--- src/rtl/host_req_arbiter.sv ---
// host_req_arbiter: round-robin arbiter merging NCORES request ports onto one
// registered host request stage. Host responses are routed back to the core
// named by host_resp_id. Each core may have at most one request outstanding.
module host_req_arbiter #(
    parameter int NCORES = 2,
    parameter int IDW    = $clog2(NCORES)
) (
    input  logic                 clk,
    input  logic                 rst,
    input  logic [NCORES-1:0]    core_req_valid,
    output logic [NCORES-1:0]    core_req_ready,
    input  logic [64*NCORES-1:0] core_req,
    output logic [NCORES-1:0]    core_resp_valid,
    input  logic [NCORES-1:0]    core_resp_ready,
    output logic [63:0]          core_resp,
    output logic                 host_req_valid,
    input  logic                 host_req_ready,
    output logic [IDW-1:0]       host_req_id,
    output logic [63:0]          host_req,
    input  logic                 host_resp_valid,
    output logic                 host_resp_ready,
    input  logic [IDW-1:0]       host_resp_id,
    input  logic [63:0]          host_resp,
    output logic [NCORES-1:0]    pending,
    output logic                 bad_id
);

    localparam int          PW = $clog2(NCORES);
    localparam int unsigned NC = NCORES;

    logic              r_valid;
    logic [IDW-1:0]    r_id;
    logic [63:0]       r_data;
    logic [NCORES-1:0] r_pending;
    logic [PW-1:0]     r_rr_ptr;
    logic              r_bad_id;

    logic [NCORES-1:0] w_elig;
    logic              w_can_load;
    logic              w_hi_found;
    logic              w_lo_found;
    logic [PW-1:0]     w_hi_win;
    logic [PW-1:0]     w_lo_win;
    logic              w_found;
    logic [PW-1:0]     w_win;
    logic              w_load;
    logic [63:0]       w_win_data;
    logic              w_rid_ok;
    logic              w_sel_ready;
    logic [NCORES-1:0] w_resp_clr;

    assign w_elig     = core_req_valid & ~r_pending;
    assign w_can_load = !r_valid || host_req_ready;

    // Round-robin pick: prefer the lowest eligible core at or above the
    // pointer; otherwise wrap and take the lowest eligible core below it.
    always_comb begin
        w_hi_found = 1'b0;
        w_lo_found = 1'b0;
        w_hi_win   = '0;
        w_lo_win   = '0;
        for (int unsigned i = 0; i < NC; i++) begin
            if (w_elig[i]) begin
                if (i >= 32'(r_rr_ptr)) begin
                    if (!w_hi_found) begin
                        w_hi_found = 1'b1;
                        w_hi_win   = PW'(i);
                    end
                end else if (!w_lo_found) begin
                    w_lo_found = 1'b1;
                    w_lo_win   = PW'(i);
                end
            end
        end
        w_found = w_hi_found || w_lo_found;
        w_win   = w_hi_found ? w_hi_win : w_lo_win;
        w_load  = w_found && w_can_load && !rst;
    end

    // One-hot accept toward the winning core and its request data.
    always_comb begin
        core_req_ready = '0;
        w_win_data     = '0;
        for (int unsigned i = 0; i < NC; i++) begin
            if (w_win == PW'(i)) begin
                core_req_ready[i] = w_load;
                w_win_data        = core_req[64*i +: 64];
            end
        end
    end

    // Response routing by id; out-of-range ids are absorbed and dropped.
    always_comb begin
        core_resp_valid = '0;
        w_sel_ready     = 1'b0;
        w_rid_ok        = 32'(host_resp_id) < NC;
        for (int unsigned i = 0; i < NC; i++) begin
            if (32'(host_resp_id) == i) begin
                core_resp_valid[i] = host_resp_valid;
                w_sel_ready        = core_resp_ready[i];
            end
        end
        host_resp_ready = !rst && (w_rid_ok ? w_sel_ready : 1'b1);
        w_resp_clr      = core_resp_valid & core_resp_ready;
    end

    assign core_resp = host_resp;

    // Output entry, pending flags, round-robin pointer and sticky bad-id flag.
    always_ff @(posedge clk) begin
        if (rst) begin
            r_valid   <= 1'b0;
            r_id      <= '0;
            r_data    <= '0;
            r_pending <= '0;
            r_rr_ptr  <= '0;
            r_bad_id  <= 1'b0;
        end else begin
            if (w_load) begin
                r_valid  <= 1'b1;
                r_id     <= IDW'(w_win);
                r_data   <= w_win_data;
                r_rr_ptr <= (w_win == PW'(NCORES-1)) ? '0 : w_win + PW'(1);
            end else if (r_valid && host_req_ready) begin
                r_valid <= 1'b0;
            end
            // Clear before set: a core can only win while its flag is low,
            // so a same-core clear never races a set in one cycle.
            r_pending <= (r_pending & ~w_resp_clr) | core_req_ready;
            r_bad_id  <= r_bad_id | (host_resp_valid && !w_rid_ok);
        end
    end

    assign host_req_valid = r_valid;
    assign host_req_id    = r_id;
    assign host_req       = r_data;
    assign pending        = r_pending;
    assign bad_id         = r_bad_id;

endmodule

--- config.mk ---
export PLATFORM = sky130hd
export DESIGN_NAME = host_req_arbiter
export DESIGN_NICKNAME = d
export VERILOG_FILES = /design/src/rtl/host_req_arbiter.sv
export SDC_FILE = /design/constraint.sdc
export NUM_CORES = 1
export LEC_CHECK = 0
export BUFFER_PORTS_ARGS = -buffer_cell sky130_fd_sc_hd__buf_4
export CORE_AREA = 8 8 127 129
export DETAILED_ROUTE_END_ITERATION = 16
export DIE_AREA = 0 0 135 137
export PLACE_DENSITY_LB_ADDON = 0.25
export SLEW_MARGIN = 30
export SYNTH_ARGS = -nofsm -noshare
export SYNTH_HDL_FRONTEND = slang
export SYNTH_SLANG_ARGS = --single-unit
--- constraint.sdc ---
create_clock -name clk -period 3.67 [get_ports clk]
set_input_delay 0.367 -clock clk [delete_from_list [all_inputs] [get_ports clk]]
set_output_delay 0.367 -clock clk [all_outputs]
set_load 0.05 [all_outputs]
* After elaboration in Yosys (flattened, before gate mapping)
Cells that the tools add are included. W data, S select, Z words.
Operators by class: $add $sub $neg 1, magnitude comparators 1, mux-type cells 17, bitwise operators 6, reductions and logical operators 9
Operator list (count):
- $mux W64 | 1
- $mux W1 | 16
- $and A2 B2 Y2 | 3
- $logic_and A1 B1 Y1 | 4
- $not A2 Y2 | 2
- $logic_not A1 Y1 | 2
- $logic_or A1 B1 Y1 | 2
- $or A2 B2 Y2 | 1
- $reduce_bool A2 Y1 | 1
- $add A1 B1 Y1 const B | 1
- $ge A1 B1 Y1 const A | 1
Storage, ports and cells: flip-flop bits (word level) 69, bits of input ports 201, output and inout port bits 138

* Depth between registers and ports, before layout
Gate-level depths: netlist of run 1.
depth in word-level cells 9, mapped depth 6, mapped depth without buffers 4

* Least setup slack after synthesis of run 1
No wires, ideal clock.
path type register -> output, from register r_pending[1] (netlist: pending[1]), to output core_req_ready[0], arrival time 1.418 ns, data required time 3.303 ns, setup slack 1.885 ns, cell stages (with the launch flop) 4, buffers on the path 1, cell sequence dfxtp_1 -> and3b_1 -> nor4_4 -> buf_2
On the way: longest elaborated chain between the ends 7
RTL lines:
- from (decl) | line 34 | logic [NCORES-1:0] r_pending;
- from (signal assigned) | line 129 | r_pending <= (r_pending & ~w_resp_clr) | core_req_ready;
- $not A2 Y2 (*) | line 52 | assign w_elig = core_req_valid & ~r_pending;
- $and A2 B2 Y2 (*) | line 52
- $mux W1 | line 63 | if (w_elig[i]) begin
- $logic_or A1 B1 Y1 | line 75 | w_found = w_hi_found || w_lo_found;
- $logic_and A1 B1 Y1 (2 in a row) | line 77 | w_load = w_found && w_can_load && !rst;
- $mux W1 (*) | line 85 | if (w_win == PW'(i)) begin
- to (decl) | line 11 | output logic [NCORES-1:0] core_req_ready,
Every way passes the cells marked *; elsewhere a longest branch is shown, timed or not.

* Final worst setup path of run 1
from register r_valid (netlist: host_req_valid), to output core_req_ready[1]
On the way: longest elaborated chain between the ends 5
RTL lines:
- from (decl) | line 31 | logic r_valid;
- from (signal assigned) | line 112 | r_valid <= 1'b0;
- from (signal assigned) | line 120 | r_valid <= 1'b1;
- from (signal assigned) | line 125 | r_valid <= 1'b0;
- $logic_not A1 Y1 | line 53 | assign w_can_load = !r_valid || host_req_ready;
- $logic_or A1 B1 Y1 | line 53
- $logic_and A1 B1 Y1 (2 in a row) | line 77
- $mux W1 | line 85
No other way between the ends.

==> insert_results.sql, run 1 <==
INSERT INTO impl_metrics (metric_group, metric, value, unit) VALUES
('routing', 'starting_drc_count_in_detailed_routing', '67', ''),
('power_and_ir_drop', 'switchingPower', '0.8276', 'mW'),
('routing', 'avgViaCountPerCell', '4.229', ''),
('worst_setup_path', 'timing.critical_path.arrival', '2.00', 'ns'),
('logic_synthesis', 'combinational_family_with_the_most_area_after_synthesis', 'buffers and inverters', ''),
('routing', 'postRouteWirelength', '11.05', 'mm'),
('power_and_ir_drop', 'power_switching_share', '33.66', '%'),
('clock_tree', 'clockBufferDepth', '2', ''),
('logic_synthesis', 'syn-cell-area', '3266', 'µm²'),
('power_and_ir_drop', 'powerDensity', '514.2', 'nW/µm²'),
('outcome', 'status', 'completed', ''),
('power_and_ir_drop', 'pwr-share-seq', '35.4', '%'),
('timing', 'timing.final.ws_setup', '1.305', 'ns'),
('worst_setup_path', 'critPathLaunchType', 'flip-flop', ''),
('clock_tree', 'clkLatencyLatePin', '0.33', 'ns'),
('job', 'cap_violations', '0', ''),
('logic_synthesis', 'yosys-mux-area-fraction', '0.3065', '%'),
('worst_setup_path', 'critical_path.max_fanout', '67', ''),
('logic_synthesis', 'synth_fa_ha_area_share', '0', '%'),
('power_and_ir_drop', 'vdd_ir_drop_max', '207.9', 'µV'),
('final_layout', 'mostFrequentLayoutCells', 'sky130_fd_sc_hd__buf_4, sky130_fd_sc_hd__dfxtp_1, sky130_fd_sc_hd__inv_1', ''),
('clock_tree', 'cts.hold.buffers_added', '0', ''),
('clock_tree', 'cts-resized-gates', '0', ''),
('power_and_ir_drop', 'power.internal', '1.631', 'mW'),
('grt', 'grt.overflow.total', '0', ''),
('placed_design', 'io_buffers', '209', ''),
('final_layout', 'synthToLayoutAreaGrowth', '46.44', '%'),
('min_path', 'min_path_type', 'in -> reg', ''),
('worst_setup_path', 'rr_worst_depth', '5', ''),
('logic_synthesis', 'synthXorXnorAreaFrac', '0', '%'),
('logic_synthesis', 'avg_cell_area_syn', '8.685', 'µm²'),
('worst_setup_path', 'cp-end-kind', 'output port', ''),
('timing', 'timing_worst_slew_pin_value', '0.7401', 'ns'),
('logic_synthesis', 'synth_compound_gate_area_share', '25.71', '%'),
('clock_tree', 'clock_sink_count', '69', ''),
('timing', 'final.setup_skew', '0.005617', 'ns'),
('min_path', 'hold_path_depth', '3', ''),
('timing', 'rsz_0062_raised_after_global_routing', 'false', ''),
('final_layout', 'drive_gt1_share', '45.75', '%'),
('routing', 'drcViolationCount', '0', ''),
('clock_tree', 'post-cts-setup-buffer-count', '0', ''),
('grt', 'wire_length_of_the_first_global_routing_pass', '16.35', 'mm'),
('routing', 'avgRoutedWirePerCell', '15.74', 'µm'),
('logic_synthesis', 'synth.yosys.seq_area_share', '42.30', '%'),
('placed_design', 'detailed_place_hpwl', '8.456', 'mm'),
('clock_tree', 'cts_tree', 'built', ''),
('final_layout', 'layout.cells.most_common', 'sky130_fd_sc_hd__buf_4', ''),
('floorplan', 'i_o_pin_count', '339', ''),
('routing', 'detailroute.via_count', '2969', ''),
('clock_tree', 'tritoncts.num_buffers', '9', ''),
('routing', 'postRouteAntennaNets', '0', ''),
('clock_tree', 'ctsHtreeMaxLevel', '3', ''),
('grt', 'grt_pass1_vias', '3154', ''),
('timing', 'report.final.setup_viol', '0', ''),
('timing', 'timing_max_transition_violations_final', '0', ''),
('grt', 'grt_max_degree', '68', ''),
('worst_setup_path', 'data_required_time_at_the_worst_endpoint', '3.30', 'ns'),
('power_and_ir_drop', 'share_clk_of_total_power', '35.5', '%'),
('floorplan', 'die_height', '137', 'µm'),
('floorplan', 'initial_core_utilization', '22.99', '%'),
('floorplan', 'fp-row-count', '44', ''),
('grt', 'antenna_found_initial', '0', ''),
('timing', 'period_share', '64.45', '%'),
('logic_synthesis', 'netlist-cell-type-count', '25', ''),
('grt', 'grt_util_all_layers', '11.23', '%'),
('logic_synthesis', 'synth_simple_gate_area_share', '4.828', '%'),
('final_layout', 'final_net_count', '714', ''),
('floorplan', 'die_width', '135', 'µm'),
('final_layout', 'share_of_the_core_filled_with_cells', '33.67', '%'),
('logic_synthesis', 'postSynthCellCount', '376', ''),
('worst_setup_path', 'timing_worst_setup_path_type', 'reg -> out', '');
[worst paths after layout]
path	startpoint	slack (ns)	end
setup / recovery	host_req_valid	1.30	core_req_ready[1]
hold / removal	core_req[77]	0.26	host_req[13]
setup reg to reg	host_req_valid	1.92	host_req[45]
hold reg to reg	host_req[33]	0.45	host_req[33]
[final cells by class]
| class | instances | area, µm² | area share, % |
|---|---|---|---|
| clock inverters | 6 | 62.56 | 1.308 |
| clock buffers | 10 | 239.0 | 4.997 |
| flip-flops and latches | 69 | 1381 | 28.89 |
| inverters | 66 | 247.7 | 5.181 |
| repair buffers | 213 | 1599 | 33.44 |
| well taps | 184 | 230.2 | 4.814 |
| multi-input cells | 154 | 1022 | 21.38 |
[power by group through the flow]
| stage | Combinational [mW] | Sequential [mW] | Clock [mW] |
|---|---|---|---|
| 2_1_floorplan | 0.359 | 1.16 | 0 |
| 3_3_place_gp | 0.722 | 0.885 | 0 |
| 3_5_place_dp | 0.726 | 0.887 | 0 |
| 4_1_cts | 0.727 | 0.872 | 0.910 |
| 5_1_grt | 0.762 | 0.882 | 0.945 |
| 6_report | 0.716 | 0.871 | 0.872 |
[through the flow]
stage               area (µm²)  power (mW)  instances  hold slack (ns)
floorplan                 3266       1.515        376           0.4711
global placement          4481       1.607        686           0.4431
detailed placement        4481       1.613        686           0.4449
CTS                       4782       2.509        702           0.2373
global route              4782       2.590        702           0.2481
finish                    4782       2.459        702           0.2567
[worst max-delay path, stage by stage (launching register included)]
cell and delay, ns:
sky130_fd_sc_hd__dfxtp_1 0.31, sky130_fd_sc_hd__nor2b_4 0.16, sky130_fd_sc_hd__nor4_4 0.25, sky130_fd_sc_hd__buf_4 0.62
sky130_fd_sc_hd__buf_4 0.32
[cells by family after synthesis]
logic type	Yosys count
other	1
muxes	1
DFF	69
and+or+nand+nor	18
AOI/OAI and AO/OA	134
buffers and inverters	153
[registers in the layout, summed over array words and instances (netlist names)]
name / count
host_req_id: 1
pending: 2
host_req_valid: 1
r_rr_ptr: 1
host_req: 64
[synthesized netlist by cell type (all sizes together)]
library cell  instances  area [µm²]
nand2b                2       27.53
o21ai                65       325.3
o31ai                 1       7.510
and2                  2       12.51
conb                  1       3.750
or4                   1       7.510
inv                  66       247.7
nor2b                 2       20.02
nand2                 3       11.26
nor3b                 1       12.51
dfxtp                69        1381
a31o                  1       8.760
o21bai                1       7.510
a22oi                64       480.5
a21oi                 2       10.01
nor4                  2       42.54
mux2i                 1       10.01
buf                  87       625.6
and3b                 1       8.760
nor2                  4       15.01
[layer usage]
metal,GRT usage (%),vias up,part of all wire (%)
met4,4.195,0,1.4
li1,-,1467,-
met3,6.204,23,13
met2,19.05,185,49
met5,0,-,0
met1,11.42,1294,36
Note: power is estimated with default switching activity, not from simulation.
==> run 2, diff against run 1 <==
==> constraint.sdc (replaced) <==
create_clock -name clk -period 2 [get_ports clk]
set_input_delay 0.2 -clock clk [delete_from_list [all_inputs] [get_ports clk]]
set_output_delay 0.2 -clock clk [all_outputs]
set_load 0.05 [all_outputs]
==> run 2 against run 1 <==
  * Clock power increased by 110%
  * Via count is 0.34% higher
  * Clock-buffer cell count increased by 2
  * Sequential power up 84%
  * First-iteration DRC count up 57%
  * Power grew 93%
  * Global-route usage rose by 0.14 points
==> insert_results.sql, run 2 (synthesis results as in run 1) <==
INSERT INTO impl_metrics (metric_group, metric, value, unit) VALUES
('clock_tree', 'clockBufferDepth', '2', ''),
('worst_setup_path', 'timing.critical_path.arrival', '1.61', 'ns'),
('worst_setup_path', 'cpLargestDelayFamily', 'buffers and inverters', ''),
('worst_setup_path', 'timing_worst_setup_path_type', 'reg -> out', ''),
('grt', 'grt_max_degree', '67', ''),
('clock_tree', 'cts_tree', 'built', ''),
('worst_setup_path', 'critical_path.max_fanout', '37', ''),
('power_and_ir_drop', 'powerDensity', '967.3', 'nW/µm²'),
('grt', 'antenna_found_initial', '0', ''),
('min_path', 'worst_hold_startpoint', 'core_req[82]', ''),
('timing', 'final.setup_skew', '0.004091', 'ns'),
('timing', 'timing.final.ws_setup', '0.1877', 'ns'),
('worst_setup_path', 'rr_endpoint', 'host_req[32]', ''),
('floorplan', 'i_o_pin_count', '339', ''),
('final_layout', 'stdcell_count', '708', ''),
('timing', 'worst_slew_margin_relative_to_its_limit', '66.53', '%'),
('power_and_ir_drop', 'p_total', '4.744', 'mW'),
('timing', 'period_share', '90.62', '%'),
('power_and_ir_drop', 'vdd_ir_drop_max', '460.0', 'µV'),
('worst_setup_path', 'data_required_time_at_the_worst_endpoint', '1.80', 'ns'),
('worst_setup_path', 'r2r-start', 'pending[1]', ''),
('routing', 'starting_drc_count_in_detailed_routing', '105', ''),
('grt', 'grt.overflow.total', '0', ''),
('placed_design', 'detailed_place_hpwl', '8.621', 'mm'),
('final_layout', 'share_of_the_core_filled_with_cells', '34.53', '%'),
('worst_setup_path', 'rr_worst_depth', '6', ''),
('placed_design', 'placedCellCount', '687', ''),
('timing', 'period_minus_slack', '1.812', 'ns'),
('routing', 'avgViaCountPerCell', '4.208', ''),
('placed_design', 'io_buffers', '209', ''),
('floorplan', 'die_width', '135', 'µm'),
('routing', 'detailroute.via_count', '2979', ''),
('worst_setup_path', 'critical_path_buffer_and_inverter_count', '2', ''),
('clock_tree', 'cts.reportedPaths.clkPinSlew', '0.05', 'ns'),
('clock_tree', 'tritoncts.num_buffers', '9', ''),
('final_layout', 'layout.cells.most_common', 'sky130_fd_sc_hd__buf_4', ''),
('floorplan', 'core', '14200', 'µm²'),
('grt', 'grt_pass1_vias', '3120', ''),
('final_layout', 'drive_gt1_share', '45.99', '%'),
('timing', 'rsz_0062_raised_after_global_routing', 'false', ''),
('timing', 'timing_worst_slew_pin_value', '0.5020', 'ns'),
('outcome', 'status', 'completed', ''),
('final_layout', 'synthToLayoutAreaGrowth', '50.19', '%'),
('clock_tree', 'clkLatencyLatePin', '0.33', 'ns'),
('power_and_ir_drop', 'p_leak', '2.199', 'nW'),
('clock_tree', 'clock_sink_count', '69', ''),
('routing', 'drcViolationCount', '0', ''),
('min_path', 'hold_path_depth', '3', ''),
('placed_design', 'placed_cell_area', '4513', 'µm²'),
('grt', 'wire_length_of_the_first_global_routing_pass', '16.47', 'mm'),
('routing', 'avgRoutedWirePerCell', '16.50', 'µm'),
('placed_design', 'finalWeightedCongestion', '0.6915', ''),
('final_layout', 'antenna-diode-count', '0', ''),
('timing', 'finalSetupTns', '0', 'ns'),
('floorplan', 'fp-row-count', '44', ''),
('floorplan', 'die_height', '137', 'µm'),
('timing', 'fmax', '551.8', 'MHz'),
('final_layout', 'final_net_count', '720', ''),
('routing', 'postRouteAntennaNets', '0', ''),
('placed_design', 'pre_cts_slack', '0.4240', 'ns'),
('timing', 'hold_ws', '0.09241', 'ns'),
('routing', 'drtPass1Iterations', '4', ''),
('final_layout', 'mostFrequentLayoutCells', 'sky130_fd_sc_hd__buf_4, sky130_fd_sc_hd__dfxtp_1, sky130_fd_sc_hd__inv_1', ''),
('worst_setup_path', 'cpPeakStageDelay', '0.33', 'ns'),
('min_path', 'worst_hold_path.endpoint', 'host_req[18]', ''),
('clock_tree', 'ctsHtreeMaxLevel', '3', ''),
('timing', 'timing_max_transition_violations_final', '0', ''),
('floorplan', 'floorplan_die_area', '18500', 'µm²'),
('worst_setup_path', 'critPathLaunchType', 'flip-flop', ''),
('worst_setup_path', 'cp-end-kind', 'output port', ''),
('floorplan', 'initial_core_utilization', '22.99', '%'),
('final_layout', 'layout.cell_area.non_filler', '4905', 'µm²'),
('job', 'cap_violations', '0', ''),
('clock_tree', 'cts.root.buffer_cell', 'sky130_fd_sc_hd__clkbuf_16', ''),
('timing', 'finalHoldViolCount', '0', ''),
('min_path', 'min_path_type', 'in -> reg', ''),
('worst_setup_path', 'rrSetupSlack', '0.32', 'ns'),
('final_layout', 'largest_register_ff_count', '64', ''),
('worst_setup_path', 'cpMaxStageDelayCell', 'sky130_fd_sc_hd__dfxtp_1', ''),
('timing', 'report.final.setup_viol', '0', ''),
('worst_setup_path', 'critical_path.cell_chain', 'nand2b_4 > nor4_4 > buf_12 > buf_4', ''),
('grt', 'grt_util_all_layers', '11.37', '%'),
('routing', 'postRouteWirelength', '11.68', 'mm');
[run 2: layout make-up]
type | instances | area [µm²]
fill | 1516 | 9299
timing repair buffer | 219 | 1682
sequential | 69 | 1381
multi-input combinational | 154 | 1022
inverter | 66 | 247.7
clock buffer | 12 | 246.5
tap | 184 | 230.2
clock inverter | 4 | 95.09
[run 2: where the power goes]
group	internal (mW)	switching [mW]	leakage [nW]	total, mW
combinational	0.496	0.851	1.46	1.35
clock	1.25	0.549	0.167	1.80
sequential	1.52	0.0753	0.570	1.60
total	3.27	1.48	2.20	4.74
[run 2: tightest hold or removal path, stage by stage]
cell and delay [ns]:
sky130_fd_sc_hd__buf_4 0.08, sky130_fd_sc_hd__a22oi_1 0.05, sky130_fd_sc_hd__o21ai_0 0.06
[run 2: per-layer routing]
layer  GRT usage [%]  wire [µm]  vias to the layer above
met2           19.44       5800                      193
met4           3.455        144                        0
met1           11.02       4226                     1283
met3           7.452       1512                       23
met5               0          0                        -
li1                -          -                     1480
[run 2: worst max path at each step]
stage	depth (start not counted)	startpoint	endpoint
2_1_floorplan	5	pending[1]	host_req[10]
3_3_place_gp	4	host_req_valid	core_req_ready[0]
3_5_place_dp	4	pending[1]	core_req_ready[0]
4_1_cts	4	pending[1]	core_req_ready[0]
5_1_grt	4	pending[1]	core_req_ready[1]
6_report	4	pending[1]	core_req_ready[1]
[run 2: repair_timing]
action,in CTS,in global routing
hold endpoints to repair,0,0
setup endpoints to repair,0,1
resized for setup,0,1
setup buffers,0,3
hold buffers,0,0
==> run 3, diff against run 2 <==
==> constraint.sdc (replaced) <==
create_clock -name clk -period 1.9 [get_ports clk]
set_input_delay 0.19 -clock clk [delete_from_list [all_inputs] [get_ports clk]]
set_output_delay 0.19 -clock clk [all_outputs]
set_load 0.05 [all_outputs]
==> run 3 against run 2 <==
  * Critical path depth did not move
  * Largest cell class unchanged
  * Clock power barely moved
  * Utilization fell by 0.31 points
  * Final cell count fell by 0.71%
==> insert_results.sql, run 3 (synthesis results as in run 1) <==
INSERT INTO impl_metrics (metric_group, metric, value, unit) VALUES
('timing', 'rsz_0062_raised_after_global_routing', 'false', ''),
('final_layout', 'layout.cells.most_common', 'sky130_fd_sc_hd__buf_4', ''),
('timing', 'timing_max_transition_violations_final', '0', ''),
('timing', 'timing.final.ws_setup', '0.09696', 'ns'),
('clock_tree', 'cts.reportedPaths.clkPinSlew', '0.06', 'ns'),
('final_layout', 'antenna-diode-count', '0', ''),
('routing', 'starting_drc_count_in_detailed_routing', '98', ''),
('power_and_ir_drop', 'power.internal', '3.300', 'mW'),
('worst_setup_path', 'critical_path.cell_chain', 'nor2b_4 > nor4_4 > buf_12 > buf_4', ''),
('power_and_ir_drop', 'pwr-share-seq', '34.5', '%'),
('grt', 'grt_util_all_layers', '11.43', '%'),
('worst_setup_path', 'critical_path.max_fanout', '34', ''),
('routing', 'drtPass1Iterations', '4', ''),
('power_and_ir_drop', 'switchingPower', '1.571', 'mW'),
('routing', 'drcViolationCount', '0', ''),
('timing', 'finalHoldViolCount', '0', ''),
('timing', 'period_minus_slack', '1.803', 'ns'),
('floorplan', 'i_o_pin_count', '339', ''),
('final_layout', 'share_of_the_core_filled_with_cells', '34.22', '%'),
('worst_setup_path', 'cp-end-kind', 'output port', ''),
('placed_design', 'placedCellCount', '688', ''),
('clock_tree', 'cts-resized-gates', '0', ''),
('final_layout', 'stdcell_count', '703', ''),
('final_layout', 'mostFrequentLayoutCells', 'sky130_fd_sc_hd__buf_4, sky130_fd_sc_hd__dfxtp_1, sky130_fd_sc_hd__inv_1', ''),
('grt', 'wire_length_of_the_first_global_routing_pass', '16.53', 'mm'),
('final_layout', 'drive_gt1_share', '45.66', '%'),
('placed_design', 'pre_cts_slack', '0.3723', 'ns'),
('clock_tree', 'post-cts-setup-buffer-count', '0', ''),
('timing', 'final.setup_skew', '0.008202', 'ns'),
('clock_tree', 'ctsHtreeMaxLevel', '3', ''),
('routing', 'postRouteAntennaNets', '0', ''),
('worst_setup_path', 'rrSetupSlack', '0.36', 'ns'),
('worst_setup_path', 'rr_endpoint', 'host_req[32]', ''),
('timing', 'report.final.setup_viol', '0', ''),
('clock_tree', 'cts.root.buffer_cell', 'sky130_fd_sc_hd__clkbuf_16', ''),
('grt', 'grt_max_degree', '66', ''),
('grt', 'grt_pass1_vias', '3109', ''),
('power_and_ir_drop', 'power_switching_share', '32.26', '%'),
('floorplan', 'die_height', '137', 'µm'),
('routing', 'postRouteWirelength', '11.25', 'mm'),
('power_and_ir_drop', 'vdd_ir_drop_max', '430.7', 'µV'),
('grt', 'grt.overflow.total', '0', ''),
('floorplan', 'floorplan_die_area', '18500', 'µm²'),
('timing', 'fmax', '554.6', 'MHz'),
('timing', 'finalSetupTns', '0', 'ns'),
('clock_tree', 'clkLatencyLatePin', '0.33', 'ns'),
('worst_setup_path', 'cpPeakStageDelay', '0.34', 'ns'),
('power_and_ir_drop', 'share_clk_of_total_power', '36.5', '%'),
('worst_setup_path', 'timing_worst_setup_path_type', 'reg -> out', ''),
('job', 'cap_violations', '0', ''),
('worst_setup_path', 'r2r-start', 'host_req_valid', ''),
('final_layout', 'synthToLayoutAreaGrowth', '48.85', '%'),
('worst_setup_path', 'cpMaxStageDelayCell', 'sky130_fd_sc_hd__nor4_4', ''),
('placed_design', 'finalWeightedCongestion', '0.6860', ''),
('clock_tree', 'tritoncts.num_buffers', '9', ''),
('min_path', 'worst_hold_path.endpoint', 'host_req[14]', ''),
('final_layout', 'nFillCells', '1491', ''),
('grt', 'antenna_found_initial', '0', ''),
('floorplan', 'fp-row-count', '44', ''),
('clock_tree', 'clockBufferDepth', '2', ''),
('final_layout', 'largest_register_ff_count', '64', ''),
('min_path', 'hold_path_depth', '3', ''),
('routing', 'avgRoutedWirePerCell', '16.00', 'µm'),
('power_and_ir_drop', 'powerDensity', '1002', 'nW/µm²'),
('power_and_ir_drop', 'p_leak', '2.168', 'nW'),
('worst_setup_path', 'data_required_time_at_the_worst_endpoint', '1.71', 'ns'),
('outcome', 'status', 'completed', ''),
('power_and_ir_drop', 'share_comb_of_total_power', '29.0', '%'),
('worst_setup_path', 'timing.critical_path.arrival', '1.61', 'ns'),
('placed_design', 'io_buffers', '209', ''),
('floorplan', 'core', '14200', 'µm²'),
('clock_tree', 'cts.hold.buffers_added', '0', ''),
('floorplan', 'initial_core_utilization', '22.99', '%'),
('power_and_ir_drop', 'p_total', '4.871', 'mW'),
('worst_setup_path', 'critPathLaunchType', 'flip-flop', ''),
('worst_setup_path', 'rr_worst_depth', '5', ''),
('routing', 'avgViaCountPerCell', '4.248', ''),
('timing', 'period_share', '94.90', '%'),
('min_path', 'min_path_type', 'in -> reg', ''),
('placed_design', 'detailed_place_hpwl', '8.768', 'mm'),
('routing', 'detailroute.via_count', '2986', ''),
('final_layout', 'final_net_count', '716', ''),
('min_path', 'worst_hold_startpoint', 'core_req[78]', ''),
('clock_tree', 'clock_sink_count', '69', ''),
('clock_tree', 'cts_tree', 'built', ''),
('floorplan', 'die_width', '135', 'µm');
## run 3: how the worst max path moves through the flow
stage                               from           endpoint  depth (start not counted)
after floorplan               pending[1]       host_req[10]                          5
after global placement    host_req_valid       host_req[45]                          5
after detailed placement  host_req_valid       host_req[32]                          5
after CTS                 host_req_valid  core_req_ready[1]                          4
after global routing      host_req_valid  core_req_ready[1]                          4
final                     host_req_valid  core_req_ready[1]                          4
## run 3: critical path, delay by kind of cell, from the launching register on
kind,cells,cell delay (ns)
buf+inv,2,0.46
flops,1,0.31
simple gates,2,0.50
## run 3: per-stage QoR
stage	hold WS, ns	area [µm²]
global placement	0.3803	4546
finish	0.08359	4861
floorplan	0.3210	3266
global route	0.07256	4861
CTS	0.05869	4861
detailed placement	0.3803	4546
## run 3: power groups by stage
stage / clock (mW) / combinational [mW] / sequential, mW
2_1_floorplan: 0 / 0.693 / 2.23
5_1_grt: 1.94 / 1.50 / 1.70
4_1_cts: 1.86 / 1.43 / 1.68
3_5_place_dp: 0 / 1.43 / 1.71
3_3_place_gp: 0 / 1.42 / 1.71
6_report: 1.78 / 1.41 / 1.68
## run 3: layer usage
metal / part of all wire [%] / track usage [%] / vias to the layer above
met4: 2.1 / 5.676 / 0
li1: - / - / 1474
met3: 13 / 5.910 / 29
met5: 0 / 0 / -
met2: 48 / 18.97 / 190
met1: 37 / 11.69 / 1293
## run 3: layout make-up
cell class	instances	area, µm²	area share, %
clock inverter	4	72.57	1.493
clock buffer	11	242.7	4.994
inverter	66	247.7	5.097
tap	184	230.2	4.736
sequential	69	1381	28.42
timing repair buffer	215	1664	34.23
multi-input combinational	154	1022	21.03
